### config.mk
export PLATFORM = sky130hd
export DESIGN_NAME = parity_frame_tx_flat
export DESIGN_NICKNAME = d
export VERILOG_FILES = /design/src/rtl/parity_pkg.sv /design/src/rtl/parity_frame_tx_if.sv /design/src/rtl/parity_baud_tick.sv /design/src/rtl/parity_frame_tx.sv /design/src/flat_wrapper.sv
export SDC_FILE = /design/constraint.sdc
export NUM_CORES = 1
export LEC_CHECK = 0
export BUFFER_PORTS_ARGS = -buffer_cell sky130_fd_sc_hd__buf_2
export CORE_UTILIZATION = 27
export DETAILED_ROUTE_END_ITERATION = 6
export PLACE_DENSITY = 0.43
export SLEW_MARGIN = 20
export SYNTH_ARGS = -nofsm -noshare
export SYNTH_HDL_FRONTEND = slang
export SYNTH_HIERARCHICAL = 1
export SYNTH_SLANG_ARGS = --single-unit
### constraint.sdc
create_clock -name clk -period 1.75 [get_ports clk]
set_clock_uncertainty 0.2 [all_clocks]
set_input_delay 0.2625 -clock clk [delete_from_list [all_inputs] [get_ports clk]]
set_output_delay 0.2625 -clock clk [all_outputs]
set_load 0.05 [all_outputs]
### src/rtl/parity_pkg.sv
// Shared definitions for the framed parity transmitter: FSM encoding and frame-length helper.
package parity_pkg;

    typedef enum logic [2:0] {
        IDLE  = 3'd0,
        START = 3'd1,
        DATA  = 3'd2,
        PAR   = 3'd3,
        STOP  = 3'd4
    } tx_state_e;

    localparam int DEF_DATA_W       = 8;
    localparam int DEF_CLKS_PER_BIT = 16;
    localparam int DEF_STOP_BITS    = 1;

    // Clocks from the accept edge to the end of the last stop bit.
    function automatic int frame_clks(input int data_w, input int clks_per_bit, input int stop_bits);
        return (2 + data_w + stop_bits) * clks_per_bit;
    endfunction

    localparam int FRAME_CLKS = frame_clks(DEF_DATA_W, DEF_CLKS_PER_BIT, DEF_STOP_BITS);

endpackage

### src/rtl/parity_frame_tx_if.sv
// Word-input handshake: a word moves on any rising edge where in_valid && in_ready;
// d_in/parity must be stable while in_valid is high, and in_valid has no effect otherwise.
interface parity_frame_tx_if #(
    parameter int DATA_W = 8
);
    logic [DATA_W-1:0] d_in;
    logic              parity;
    logic              in_valid;
    logic              in_ready;

    modport master (
        output d_in,
        output parity,
        output in_valid,
        input  in_ready
    );

    modport slave (
        input  d_in,
        input  parity,
        input  in_valid,
        output in_ready
    );
endinterface

### src/rtl/parity_baud_tick.sv
// Bit-period counter: counts 0..CLKS_PER_BIT-1 and flags the terminal and penultimate counts.
module parity_baud_tick #(
    parameter int CLKS_PER_BIT = 16
) (
    input  logic clk,
    input  logic rst,
    input  logic clear,
    output logic tick,
    output logic pre_tick
);
    localparam int CW = (CLKS_PER_BIT > 1) ? $clog2(CLKS_PER_BIT) : 1;
    localparam logic [CW-1:0] LAST = CW'(CLKS_PER_BIT - 1);
    localparam logic [CW-1:0] PRE  = CW'(CLKS_PER_BIT - 2);

    logic [CW-1:0] cnt;

    always_ff @(posedge clk or posedge rst) begin
        if (rst) begin
            cnt <= '0;
        end else if (clear || cnt == LAST) begin
            cnt <= '0;
        end else begin
            cnt <= cnt + CW'(1);
        end
    end

    // pre_tick lets the parent register a pulse that lines up with the tick cycle.
    assign tick     = (cnt == LAST);
    assign pre_tick = (cnt == PRE);
endmodule

### src/rtl/parity_frame_tx.sv
// Serialises a data word plus its externally generated parity bit as
// start, LSB-first data, parity, stop bit(s) on an idle-high line.
module parity_frame_tx
    import parity_pkg::*;
#(
    parameter int DATA_W       = 8,
    parameter int CLKS_PER_BIT = 16,
    parameter int STOP_BITS    = 1
) (
    input  logic               clk,
    input  logic               rst,
    parity_frame_tx_if.slave   bus,
    output logic               tx,
    output logic               busy,
    output logic               frame_done,
    output tx_state_e          dbg_state
);
    localparam int BW = (DATA_W > 1) ? $clog2(DATA_W) : 1;
    localparam logic [BW-1:0] LAST_BIT  = BW'(DATA_W - 1);
    localparam logic [BW-1:0] LAST_STOP = BW'(STOP_BITS - 1);

    tx_state_e         state_q, state_d;
    logic [DATA_W-1:0] shreg_q, shreg_d;
    logic              par_q, par_d;
    logic [BW-1:0]     bit_q, bit_d;
    logic              tx_q, tx_d;
    logic              in_ready_q, busy_q, done_q, done_d;
    logic              accept, clear, tick, pre_tick;

    parity_baud_tick #(
        .CLKS_PER_BIT (CLKS_PER_BIT)
    ) u_baud (
        .clk      (clk),
        .rst      (rst),
        .clear    (clear),
        .tick     (tick),
        .pre_tick (pre_tick)
    );

    assign accept = bus.in_valid && in_ready_q;

    always_comb begin
        state_d = state_q;
        shreg_d = shreg_q;
        par_d   = par_q;
        bit_d   = bit_q;
        done_d  = 1'b0;
        clear   = 1'b0;
        case (state_q)
            IDLE: begin
                if (accept) begin
                    state_d = START;
                    shreg_d = bus.d_in;
                    par_d   = bus.parity;
                    bit_d   = '0;
                    clear   = 1'b1;
                end
            end
            START: begin
                if (tick) state_d = DATA;
            end
            DATA: begin
                if (tick) begin
                    if (bit_q == LAST_BIT) begin
                        state_d = PAR;
                        bit_d   = '0;
                    end else begin
                        bit_d   = bit_q + BW'(1);
                        shreg_d = {1'b0, shreg_q[DATA_W-1:1]};
                    end
                end
            end
            PAR: begin
                if (tick) state_d = STOP;
            end
            STOP: begin
                // The bit counter is reused to count stop bits.
                done_d = (bit_q == LAST_STOP) && pre_tick;
                if (tick) begin
                    if (bit_q == LAST_STOP) begin
                        state_d = IDLE;
                        bit_d   = '0;
                    end else begin
                        bit_d = bit_q + BW'(1);
                    end
                end
            end
            default: state_d = IDLE;
        endcase

        // The line level is decoded from the next state so tx changes on the same edge.
        case (state_d)
            START:   tx_d = 1'b0;
            DATA:    tx_d = shreg_d[0];
            PAR:     tx_d = par_d;
            default: tx_d = 1'b1;
        endcase
    end

    always_ff @(posedge clk or posedge rst) begin
        if (rst) begin
            state_q    <= IDLE;
            shreg_q    <= '0;
            par_q      <= 1'b0;
            bit_q      <= '0;
            tx_q       <= 1'b1;
            in_ready_q <= 1'b1;
            busy_q     <= 1'b0;
            done_q     <= 1'b0;
        end else begin
            state_q    <= state_d;
            shreg_q    <= shreg_d;
            par_q      <= par_d;
            bit_q      <= bit_d;
            tx_q       <= tx_d;
            in_ready_q <= (state_d == IDLE);
            busy_q     <= (state_d != IDLE);
            done_q     <= done_d;
        end
    end

    assign bus.in_ready = in_ready_q;
    assign tx           = tx_q;
    assign busy         = busy_q;
    assign frame_done   = done_q;
    assign dbg_state    = state_q;
endmodule

### src/flat_wrapper.sv
// flat-port wrapper written by rule: the top's interface ports become plain ports
module parity_frame_tx_flat import parity_pkg::*;
#(
    parameter int DATA_W       = 8,
    parameter int CLKS_PER_BIT = 16,
    parameter int STOP_BITS    = 1
)
  (clk, rst, tx, busy, frame_done, dbg_state, bus_d_in, bus_parity, bus_in_valid, bus_in_ready);
  parity_frame_tx_if #(.DATA_W(DATA_W)) bus_i ();
  input  logic clk;
  input  logic rst;
  output logic tx;
  output logic busy;
  output logic frame_done;
  output tx_state_e dbg_state;
  input wire logic [$bits(bus_i.d_in)-1:0] bus_d_in;
  input wire logic [$bits(bus_i.parity)-1:0] bus_parity;
  input wire logic [$bits(bus_i.in_valid)-1:0] bus_in_valid;
  output wire logic [$bits(bus_i.in_ready)-1:0] bus_in_ready;
  assign bus_i.d_in = bus_d_in;
  assign bus_i.parity = bus_parity;
  assign bus_i.in_valid = bus_in_valid;
  assign bus_in_ready = bus_i.in_ready;
  parity_frame_tx #(.DATA_W(DATA_W), .CLKS_PER_BIT(CLKS_PER_BIT), .STOP_BITS(STOP_BITS)) u_core (.clk(clk), .rst(rst), .bus(bus_i), .tx(tx), .busy(busy), .frame_done(frame_done), .dbg_state(dbg_state));
endmodule
-- Word level (Yosys, flattened, before mapping)
Cells that the tools add are included.
- bits in registers: 23
- bits of input ports: 12
- output and inout port bits: 7
- logic and storage cells: 62
- $add $sub $neg: 2
- equality and inequality tests: 14
- muxes and demuxes: 25
- reductions and logical operators: 11
- operator list (kind ; count):
    $mux W3 ; 12
    $mux W8 ; 3
    $pmux W8 S2 ; 1
    $pmux W3 S5 ; 1
    $eq A3 B2 Y1 const B ; 4
    $logic_not A3 Y1 ; 3
    $pmux W3 S3 ; 1
    $eq A4 B4 Y1 const B ; 2
    $reduce_and A4 Y1 ; 2
    $eq A3 B1 Y1 const B ; 2
    $eq A3 B3 Y1 const B ; 2
    $ne A2 B1 Y1 const B ; 3
    $reduce_bool A3 Y1 ; 2
    $mux W1 ; 5
    $add A4 B1 Y4 const B ; 1
    $mux W4 ; 1
    $add A3 B1 Y3 const B ; 1
    $pmux W1 S3 ; 1
    $logic_and A1 B1 Y1 ; 2
    $ne A2 B2 Y1 const B ; 1
    $reduce_bool A2 Y1 ; 1
    $logic_or A1 B1 Y1 ; 1

-- Depth between registers and ports, before layout
- depth in word-level cells: 6
- gate-level depth with buffers: 6
- depth with buffers taken out: 6

-- By module
Netlist, hierarchy kept.
- modules (own cells, without submodules) (module ; times used ; cells each ; area an instance (µm²) ; sequential area each (µm²)):
    parity_frame_tx ; 1 ; 90 ; 1001.0 ; 478.0
    parity_baud_tick ; 1 ; 20 ; 203.9 ; 100.1

-- Least setup slack after synthesis
No wires, ideal clock.
- kind: reg-to-reg
- from: register u_core.state_q[2] (netlist: u_core/dbg_state[2])
- to: register u_core.bit_q[0]
- library setup time: 125 ps
- arrival time: 1608 ps
- required time: 1425 ps
- path slack: -183 ps
- stages on the path, launching flop included: 5
- buffers on the path: 1
- clock period less this slack: 1933 ps
- cell sequence: dfrtp_1 buf_4 o21ai_0 o211ai_1 mux2_2
- longest elaborated chain between the ends: 3
- ends and longest elaborated chain (what ; line ; source):
    start: declaration ; parity_frame_tx.sv:22 ; tx_state_e state_q, state_d;
    start signal: assignment ; parity_frame_tx.sv:111 ; state_q <= state_d;
    $eq A3 B3 Y1 (tied with other cells) ; parity_frame_tx.sv:49 ; case (state_q)
    $ne A2 B1 Y1 (no source line) or $reduce_bool A3 Y1 (tied branches) ; - ;
    $reduce_and A4 Y1 (no source line) ; - ;
    end signal: assignment ; parity_frame_tx.sv:114 ; bit_q <= bit_d;
    end: declaration ; parity_frame_tx.sv:25 ; logic [BW-1:0] bit_q, bit_d;
Parallel ways exist; a longest one is shown, timed or not.
A chain may end at the register's enable or synchronous reset.

-- Worst setup path in the final report
- from: register u_core.bit_q[1]
- to: register u_core.shreg_q[4]
- longest elaborated chain between the ends: 3
- ends and longest elaborated chain (what ; line ; source):
    $eq A3 B3 Y1 ; parity_frame_tx.sv:64 ; if (bit_q == LAST_BIT) begin
    $ne A2 B2 Y1 (no source line) ; - ;
    $reduce_and A4 Y1 (no source line) ; - ;
    end signal: assignment ; parity_frame_tx.sv:112 ; shreg_q <= shreg_d;
    end: declaration ; parity_frame_tx.sv:23 ; logic [DATA_W-1:0] shreg_q, shreg_d;
No other way between the ends.

==> results_dict.tcl <==
set metrics [dict create \
    fillCellCount 426 \
    gp_congestion 0.741 \
    critPathKind "register to register" \
    worst_slack_ns -0.160 \
    pin_count 19 \
    period_share_pct 109 \
    pre_cts_ws_ns -0.185 \
    hpwlAfterDp_mm 2.01 \
    ys_ff_latch 23 \
    wl_per_cell_um 13.7 \
    clk_latency_ns 0.26 \
    cts_made_buffers 3 \
    syn_inst 110 \
    max-cap-violations 0 \
    syn_nets 127 \
    arrival_ns 1.85 \
    min_path_cells 3 \
    portBuffers 18 \
    cts_tree "done" \
    layout-drive-gt1-share_pct 47.7 \
    grt_usage_pct 13.7 \
    rows 23 \
    cp_cell_sequence "ha_2, ha_4, and3b_2, o21ai_4, buf_6, a222oi_1, inv_1" \
    final_area_um2 1680 \
    grt_antenna_before_repair 0 \
    initial_core_util_pct 29.1 \
    wl_mm 2.81 \
    final_hold_viol_count 0 \
    vias 985 \
    slew_violations 0 \
    grt_pass1_vias 1042 \
    cp.required_ns 1.69 \
    setup_viol 13 \
    clock_path_buffers 2 \
    die_y_um 68.8 \
    grt_max_degree 20 \
    relSlewSlack_pct 75.4 \
    clockRootBuffer "clkbuf_8" \
    crit_slowest_cell "dfrtp_1" \
    status "complete, but fails checks" \
    fin_crit_ns 1.91 \
    rsz0062_at_grt "yes" \
    fp.dieW_um 68.8 \
    grt_pass1_wl_mm 4.73 \
    layout.cells.non_filler 205 \
    cts.sinks 23 \
    grt.overflow.total 0 \
    power_leakage_nw 0.884 \
    ys_async_sr_fraction_pct 100 \
    crit_path_max_fanout 7 \
    placed_cell_area_um2 1500 \
    synth-edff-count 0 \
    die_area_um2 4730 \
    avgViaCountPerCell 4.80 \
    utilization_pct 40.6 \
    slowest_delay_ns 0.39 \
    r2r_cells 7 \
    ys.warnings.count 6 \
    n_antenna_cell 0 \
    drc 0 \
    vdd_drop_max_uv 363 \
    syn_avg_cell_area_um2 11.0 \
    tightest_slew_ns 0.369 \
    fmax_ghz 0.524 \
    total_power_uw 889 \
    crit_path_end_kind "register" \
    core_um2 4140 \
    syn_area_um2 1200 \
    p_per_area_nw_per_um2 528 \
    start_kind "register" \
    nNetsFinal 173 \
    firstDrtPassIters 4 \
    min-delay-path-class "input pin to register" \
    ys.flop_type "dfrtp_1" \
    place_inst 196 \
    ant_nets 0 \
    failed_checks "negative setup slack" \
    clk_pin_slew_ns 0.08 \
    ys_seq_area_share_pct 48.0 \
    area_delta_synth_final_pct 39.7 \
    cts_max_level 1 \
    synth.distinct_cells 40 \
    dr.first_iter.drc_count 55 \
]
-- Yosys cell counts, drive strengths merged (2+ instances only) --
library cell,number,share of area [%]
mux2,3,2.8
nand3,2,0.83
nor2b,2,1.0
and3b,2,1.5
o21ai,3,1.6
nor2,5,1.6
a21oi,3,1.2
nand2,7,2.2
a222oi,7,5.8
and3,3,2.0
dfrtp,21,44
nor3,5,3.4
dfstp,2,4.4
a2bb2oi,2,1.5
inv,15,4.7
buf,3,2.5
ha,5,5.2
nand2b,3,1.6
-- sequential cells by signal, summed over array words and instances, names as in the netlist --
register,count
u_core/shreg_q,8
u_core/u_baud/cnt,4
u_core/bit_q,3
u_core/dbg_state,3
u_core/bus.in_ready,1
u_core/busy,1
u_core/frame_done,1
u_core/par_q,1
u_core/tx,1
-- repair_timing --
item	CTS	global route
endpoints found under the setup margin	14	14
buffers inserted	1	3
hold endpoints to repair	21	0
pin swaps	10	3
gates resized for setup	9	10
hold buffers	1	0
-- where the power goes --
part / total (mW) / switching, mW / internal [mW]
registers: 0.531 / 0 / 0.531
clock network: 0.329 / 0.166 / 0.162
logic: 0.0288 / 0.0166 / 0.0121
-- worst max-delay path, delay by kind of cell, from the launching register on --
family | cells | cell delay, ns
flops | 1 | 0.39
compound gates | 2 | 0.38
fa+ha+maj | 2 | 0.36
simple gates | 1 | 0.25
buf+inv | 2 | 0.21
-- area by class of cell --
cell class	count	area, um2	area share (%)
sequential	23	582	34.6
clock buffer	4	45.0	2.68
inverter	15	56.3	3.35
multi-input combinational	69	646	38.4
timing repair buffer	44	292	17.3
tap	50	62.6	3.72
-- through the flow --
| step | hold WS (ns) | setup TNS [ns] |
|---|---|---|
| 6_report | 0.00697 | -0.967 |
| 3_3_place_gp | -0.0414 | -0.993 |
| 5_1_grt | 0.0250 | -2.20 |
| 4_1_cts | 0.00762 | -0.890 |
| 3_5_place_dp | -0.0389 | -1.20 |
| 2_1_floorplan | -0.171 | -0.474 |
-- routing by layer --
| layer | part of all wire, % | vias up | track usage (%) |
|---|---|---|---|
| met3 | 3.2 | 2 | 2.30 |
| li1 | - | 483 | - |
| met4 | 0.71 | 0 | 4.59 |
| met5 | 0 | - | 0 |
| met1 | 47 | 483 | 18.3 |
| met2 | 49 | 17 | 22.4 |
-- logic make-up after synthesis --
family	Yosys count	share of synthesized area, %
simple gates	36	19.4
compound gates	23	16.0
flops	23	48.0
fa+ha+maj	5	5.19
buf+inv	18	7.16
mux	3	2.80
xor+xnor	2	1.45
-- placed cells by master, fill, tap and decap left out, types with 3 or more instances in the layout --
| cell | count |
|---|---|
| a222oi_1 | 7 |
| nor2_1 | 5 |
| nand2_1 | 5 |
| mux2_4 | 3 |
| inv_1 | 15 |
| nand2b_1 | 3 |
| buf_4 | 24 |
| buf_2 | 18 |
| nor3_4 | 3 |
| a21oi_1 | 3 |
| dfrtp_2 | 3 |
| clkbuf_8 | 3 |
| ha_2 | 3 |
| dfrtp_1 | 18 |
-- final timing paths --
kind                                        start                    to  slack [ns]
worst max-delay path              u_core/bit_q[1]     u_core/shreg_q[4]       -0.16
worst min-delay path                  bus_d_in[2]     u_core/shreg_q[2]       0.007
worst max register to register    u_core/bit_q[1]     u_core/shreg_q[4]       -0.16
worst min register to register  u_core/shreg_q[2]     u_core/shreg_q[1]        0.31
max in group asynchronous                     rst   u_core/bus.in_ready        0.71
min in group asynchronous                     rst  u_core/u_baud/cnt[2]        0.23
(Power assumes the default switching activity.)
